<file path="src/rtl/mod_mul_arbiter.sv">
// mod_mul_arbiter: round-robin share of one 3-cycle mod-3329 multiplier; MOD_MUL_ARB_STATS_EN adds grant counters
module mod_mul (
  input  logic        clk,
  input  logic        rst,
  input  logic        valid_i,
  input  logic [11:0] a_i,
  input  logic [11:0] b_i,
  output logic        valid_o,
  output logic [11:0] result_o
);
  logic [2:0]  v;
  logic [23:0] p;
  logic [12:0] t;
  // Barrett with m = floor(2^24/3329) leaves a remainder below 2q, fixed by one subtract
  always_ff @(posedge clk or posedge rst)
    if (rst) begin
      v        <= '0;
      p        <= '0;
      t        <= '0;
      result_o <= '0;
    end else begin
      v        <= {v[1:0], valid_i};
      p        <= 24'(a_i) * 24'(b_i);
      t        <= 13'(p - 24'(13'((37'(p) * 37'd5039) >> 24)) * 24'd3329);
      result_o <= (t >= 13'd3329) ? 12'(t - 13'd3329) : t[11:0];
    end
  assign valid_o = v[2];
endmodule

module mod_mul_arbiter #(
  parameter int NUM_REQ     = 2,
  parameter int MUL_LATENCY = 3,
  parameter int TAG_W       = (NUM_REQ > 1) ? $clog2(NUM_REQ) : 1
) (
  input  logic                      clk,
  input  logic                      rst,
  input  logic [NUM_REQ-1:0]        req_valid_i,
  output logic [NUM_REQ-1:0]        req_ready_o,
  input  logic [NUM_REQ-1:0][11:0]  req_op1_i,
  input  logic [NUM_REQ-1:0][11:0]  req_op2_i,
  output logic [NUM_REQ-1:0]        rsp_valid_o,
  output logic [11:0]               rsp_result_o,
  output logic                      busy_o,
  output logic                      err_o,
  output logic [NUM_REQ-1:0][15:0]  grant_cnt_o
);
  logic [TAG_W-1:0]                  ptr, g;
  logic [TAG_W:0]                    idx;
  logic                              hs, mul_v;
  logic [11:0]                       mul_r;
  logic [MUL_LATENCY-1:0]            tv;
  logic [MUL_LATENCY-1:0][TAG_W-1:0] tt;

  always_comb begin
    g   = '0;
    hs  = 1'b0;
    idx = '0;
    for (int k = 0; k < NUM_REQ; k++) begin
      idx = {1'b0, ptr} + (TAG_W+1)'(k);
      idx = (idx >= (TAG_W+1)'(NUM_REQ)) ? idx - (TAG_W+1)'(NUM_REQ) : idx;
      if (!hs && req_valid_i[idx[TAG_W-1:0]]) begin
        g  = idx[TAG_W-1:0];
        hs = 1'b1;
      end
    end
  end

  assign req_ready_o = NUM_REQ'(hs) << g;

  mod_mul u_mul (
    .clk      (clk),
    .rst      (rst),
    .valid_i  (hs),
    .a_i      (req_op1_i[g]),
    .b_i      (req_op2_i[g]),
    .valid_o  (mul_v),
    .result_o (mul_r)
  );

  // the tag pipeline mirrors the multiplier so each product finds its owner
  always_ff @(posedge clk or posedge rst)
    if (rst) begin
      ptr          <= '0;
      tv           <= '0;
      tt           <= '0;
      busy_o       <= 1'b0;
      err_o        <= 1'b0;
      rsp_valid_o  <= '0;
      rsp_result_o <= '0;
    end else begin
      if (hs) ptr <= (g == TAG_W'(NUM_REQ-1)) ? '0 : g + 1'b1;
      tv[0] <= hs;
      tt[0] <= g;
      for (int s = 1; s < MUL_LATENCY; s++) begin
        tv[s] <= tv[s-1];
        tt[s] <= tt[s-1];
      end
      busy_o      <= |tv;
      err_o       <= err_o | (tv[MUL_LATENCY-1] != mul_v);
      rsp_valid_o <= (tv[MUL_LATENCY-1] && mul_v) ? NUM_REQ'(1) << tt[MUL_LATENCY-1] : '0;
      if (tv[MUL_LATENCY-1] && mul_v) rsp_result_o <= mul_r;
    end

`ifdef MOD_MUL_ARB_STATS_EN
  logic [NUM_REQ-1:0][15:0] cnt;
  always_ff @(posedge clk or posedge rst)
    if (rst) cnt <= '0;
    else
      for (int i = 0; i < NUM_REQ; i++)
        if (hs && g == TAG_W'(i) && cnt[i] != 16'hFFFF) cnt[i] <= cnt[i] + 16'd1;
  assign grant_cnt_o = cnt;
`else
  assign grant_cnt_o = '0;
`endif
endmodule

</file>
<file path="config.mk">
export PLATFORM = sky130hd
export DESIGN_NAME = mod_mul_arbiter
export DESIGN_NICKNAME = d
export VERILOG_FILES = /design/src/rtl/mod_mul_arbiter.sv
export SDC_FILE = /design/constraint.sdc
export NUM_CORES = 1
export LEC_CHECK = 0
export BUFFER_PORTS_ARGS = -buffer_cell sky130_fd_sc_hd__buf_2
export CAP_MARGIN = 20
export CORE_MARGIN = 10
export CORE_UTILIZATION = 49
export DETAILED_ROUTE_END_ITERATION = 6
export GPL_TIMING_DRIVEN = 0
export HOLD_SLACK_MARGIN = 0.06
export PLACE_DENSITY = 0.75
export SLEW_MARGIN = 15
export SYNTH_ARGS = -nofsm -noshare
export SYNTH_HDL_FRONTEND = slang
export SYNTH_SLANG_ARGS = --single-unit
</file>
<file path="constraint.sdc">
create_clock -name clk -period 10.2 [get_ports clk]
set_input_delay 1.02 -clock clk [delete_from_list [all_inputs] [get_ports clk]]
set_output_delay 1.02 -clock clk [all_outputs]
set_load 0.02 [all_outputs]
</file>
Word-level counts from Yosys, hierarchy flattened
Index checks and enable logic that the tools add are counted.
Widths: inputs -> output; s select.

cells by class
  add/sub/neg operators = 6
  $mul = 3
  magnitude comparators = 6
  equal/unequal tests = 1
  shifts and indexed selects = 2
  multiplexer cells = 17
  bitwise gates (word level) = 1
  reductions and logical operators = 4

operators with widths
  kind                    count
  $mux 12                 5
  $mul 24x13->37 const B  1
  $mul 12x12->24          1
  $ge 13x12->1 const B    1
  $mul 13x12->13 const B  1
  $sub 13x13->13          1
  $sub 12x12->12 const B  1
  $mux 1                  11
  $lt 1x2->1 const B      3
  $reduce_or 3->1         1
  $add 1x1->2 const B     1
  $ge 1x2->1 const B      1
  $ge 2x2->1 const B      1
  $logic_and 1x1->1       2
  $mux 2                  1
  $shl 1x1->2             1
  $shl 1x1->2 const A     1
  $sub 1x1->1 const B     2
  $add 1x1->1 const B     1
  $logic_not 1->1         1
  $ne 1x1->1              1
  $or 1x1->1              1

storage, ports and cells
  flip-flop bits (word level) = 75
  input port bits = 52

Longest topological paths before layout
  depth in word-level cells = 11
  gate-level depth with buffers = 37

Hierarchy
Synthesis repeated with hierarchy kept, for this count alone.

unflattened totals
  cell total of the unflattened synthesis = 1341
  area, all modules = 13741.9 µm²

by module, submodules not included
  module           times used  cells an instance  area each (µm²)  seq. area each (µm²)
  mod_mul          1           1232               12320.6          1301.2
  mod_mul_arbiter  1           109                1421.4           575.6

Worst setup path after synthesis
Ideal clock, no wire load.

  path type = reg2reg
  start point = register u_mul.p[8]
  end point = register u_mul.t[12]
  setup time = 0.134 ns
  arrival time = 8.466 ns
  setup slack = 1.600 ns
  stages on the path, launching flop included = 36
  period minus slack after synthesis = 8.600 ns
  cell sequence = dfrtp_1 fa_1 fa_1 fa_1 fa_1 inv_1 fa_1 inv_1 ha_1 o21ai_0 o21ai_0 o211ai_1 a31oi_1 o31a_1 o21ai_1 a221o_1 xnor2_1 xnor2_1 ha_1 o21bai_1 fa_1 inv_1 ha_1 fa_1 inv_1 ha_1 nand2_1 o21ai_0 a21oi_1 nand3_1 a21oi_1 o2111ai_1 a21oi_1 xnor2_1 xnor3_1 xnor3_1

on the way
  longest elaborated chain between the ends = 3

ends and longest elaborated chain
  what                    line  text
  start, declared         12    logic [23:0] p;
  start signal, assigned  23    p <= 24'(a_i) * 24'(b_i);
  $mul 24x13->37          24    t <= 13'(p - 24'(13'((37'(p) * 37'd5039) >> 24)) * 24'd3329);
  $mul 13x12->13          24
  $sub 13x13->13 *        24
  end signal, assigned    24
  end, declared           13    logic [12:0] t;

Every way passes the cells marked *; elsewhere a longest branch is shown, timed or not.
A chain may end at the register's enable or synchronous reset.

Final worst setup path
  start point = register u_mul.p[12]
  end point = register u_mul.t[12]

Same word-level chain as after synthesis.

==> impl_metrics.toml <==
[setup_path]
critPathMaxStageDelay_ns = 0.67
ff2ff_path_depth = 34
crit_top_cell = "fa_1"
cp.arrival_ns = 9.68
r2r_end = "u_mul.t[12]$_DFF_PP0_"
crit_fanout = 7
slowest_stage = "dfrtp_1"
worstSetupEndpointType = "flop"
ff2ff_setup_slack_ns = 0.74
path_class = "flop to flop"
critPathLaunchType = "flop"
cp.required_ns = 10.42
worstReg2RegStart = "u_mul.p[12]$_DFF_PP0_"

[finish]
fin_util = 0.547
drive_gt1_frac = 0.112
n_antenna_cell = 0
nNetsFinal = 1971
layout_commonest_cell = "inv_1"
final_cell_mix = "inv_1 (322), fa_1 (232), ha_1 (219)"
syn2layout_area_growth_pct = 9.31

[grt]
grt_overflow = 0
first_global_vias = 10200
track_usage = 0.161
grt_pass1_wl_um = 46900
grt_start_max_net_pins = 44
antenna_found_initial = 0

[synth]
synth_enable_flop_cells = 0
synth_area_leaders = "fa_1 (34%), ha_1 (20%), dfrtp_1 (13%)"
synth_top_area_share = 0.343
yosysWarnings = 0
synth_top_family_by_area = "adder cells"
ys_types = 54
async_flop_share = 1.00
postSynthAreaPerCell_um2 = 9.99
synth_fa_ha_area_frac = 0.545
synth-simple-area-share = 0.0811
synth_seq_cells = 71
synth_compound_area_frac = 0.0525
syn-instance-count = 1356
synth_xor_area_frac = 0.0395
synth_ff_type = "dfrtp_1"
ys_seq_area_frac = 0.131
netlist_area_mm2 = 0.0136
muxShareOfSynthArea = 0.0373
netlist.top_cell.by_area = "fa_1"

[detailed_routing]
dr.pass1.iters = 4
routed_wl_um = 26500
first_iter_violations = 349
vias_per_cell = 4.89
via_count = 9021
ant_nets = 0
post-route-drc-count = 0
post_drt_wl_per_cell_um = 14.4

[sta]
finalSetupTns_ns = 0
clock_skew_ns = 0.00968
slew_viol_final = 0
period_needed_ns = 9.46
rsz0062_at_grt = "no"
max_freq_mhz = 106
tightest_slew_ns = 0.728
fin_crit_sh = 0.927
setup_viol = 0
slew-limit-headroom = 0.501
hold_viol = 0

[floorplan]
die_h_um = 186
core_mm2 = 0.0271
io-pin-count = 102
die_area_mm2 = 0.0347
die_w_um = 186
rows = 60
start_util = 0.500

[worst_hold_path]
holdPathStages = 0
worstHoldPathType = "flop to flop"
holdCritStartpoint = "tt[0]$_DFF_PP0_"
hold_path_end = "tt[1]$_DFF_PP0_"

[clock_tree]
post_cts_buffers = 0
cts-root-buf = "clkbuf_16"
numCtsBuffers = 9
ctsHoldBuffers = 0
clk_pin_slew_ns = 0.06
h-tree-depth = 3
clkLatencyLatePin_ns = 0.35
clockBufferDepth = 2
clock_sinks = 71
cts_tree = "built"

[place]
gp_congestion = 0.893
dpl.hpwl_um = 23600
io_buffers = 68

[run_status]
status = "complete, no violations"

[run]
drv_cap = 0
-- cell usage after synthesis (2+ instances only) --
| cell | n |
|---|---|
| nand4_1 | 3 |
| ha_1 | 219 |
| o2111ai_1 | 2 |
| xnor3_1 | 2 |
| xor2_1 | 20 |
| a211oi_1 | 4 |
| a31oi_4 | 2 |
| mux2i_1 | 10 |
| nor2b_1 | 7 |
| fa_1 | 232 |
| a21boi_0 | 4 |
| clkbuf_1 | 16 |
| nor3_1 | 8 |
| o31a_1 | 2 |
| nand3_1 | 6 |
| a21o_1 | 12 |
| o311ai_0 | 2 |
| o21bai_1 | 3 |
| buf_4 | 33 |
| dfrtp_1 | 71 |
| buf_1 | 3 |
| a21oi_1 | 33 |
| o21a_1 | 5 |
| inv_1 | 323 |
| nand2_1 | 121 |
| o31ai_1 | 3 |
| o21ai_0 | 21 |
| mux2_2 | 36 |
| xnor2_1 | 36 |
| nand2b_1 | 8 |
| a211o_1 | 2 |
| and2_1 | 29 |
| nor2_1 | 53 |
| a31oi_1 | 3 |
| or2_2 | 3 |
-- worst max-delay path by stage --
stage	startpoint	to	slack, ns	depth (start not counted)
2_1_floorplan	u_mul.p[8]$_DFF_PP0_	u_mul.t[12]$_DFF_PP0_	1.60	35
3_3_place_gp	u_mul.p[12]$_DFF_PP0_	u_mul.t[12]$_DFF_PP0_	0.54	34
3_5_place_dp	u_mul.p[12]$_DFF_PP0_	u_mul.t[12]$_DFF_PP0_	0.46	34
4_1_cts	u_mul.p[12]$_DFF_PP0_	u_mul.t[12]$_DFF_PP0_	0.42	34
5_1_grt	u_mul.p[12]$_DFF_PP0_	u_mul.t[12]$_DFF_PP0_	0.25	34
6_report	u_mul.p[12]$_DFF_PP0_	u_mul.t[12]$_DFF_PP0_	0.74	34
-- logic make-up after synthesis --
logic type                 count (synthesis)
buffers and inverters                    376
xor gates and xnor gates                  58
AOI/OAI and AO/OA                        107
DFF                                       71
muxes                                     46
and+or+nand+nor                          246
other                                      1
adders and majority gates                451
-- critical path, delay by kind of cell (launching register included) --
family | cells | cell delay (ns)
adders and majority gates | 11 | 4.71
AOI/OAI and AO/OA | 11 | 2.28
xor gates and xnor gates | 5 | 1.08
DFF | 1 | 0.67
and+or+nand+nor | 3 | 0.36
buffers and inverters | 4 | 0.22
-- registers in the layout, summed over array words and instances, names as in the netlist --
signal	flops
u_mul.result_o	12
u_mul.t	13
rsp_valid_o	2
tt	3
rsp_result_o	12
ptr	1
u_mul.p	24
tv	1
busy_o	1
u_mul.v	2
-- cell type report --
class | count | area, um^2
buffer | 52 | 319
clock buffer | 9 | 225
inverter | 324 | 1220
clock inverter | 7 | 80.1
multi-input combinational | 941 | 10400
sequential | 71 | 1780
fill | 2364 | 12300
timing repair buffer | 69 | 360
tap | 372 | 465
-- stage by stage --
step           hold slack (ns)  setup WS [ns]  cells  cell area [um^2]
3_3_place_gp             0.333          0.539   1828             14500
6_report                 0.354          0.741   1845             14800
3_5_place_dp             0.343          0.460   1829             14500
2_1_floorplan            0.331           1.60   1388             13700
5_1_grt                  0.359          0.253   1845             14800
4_1_cts                  0.356          0.417   1845             14800
-- what timing repair did --
| action | 4_1_cts | 5_1_grt |
|---|---|---|
| setup endpoints to repair | 0 | 1 |
| gates resized for setup | 0 | 1 |
| hold endpoints to repair | 0 | 0 |
-- metal layers --
metal | up-vias | track usage | wire length [um]
met5 | - | 0 | 0
met4 | 0 | 0.0441 | 541
met3 | 37 | 0.0250 | 1210
met2 | 190 | 0.288 | 13600
met1 | 4444 | 0.195 | 11200
li1 | 4350 | - | -
Power is not shown: default switching activity piles up to over one toggle a cycle in this logic, so the estimate is an artifact.
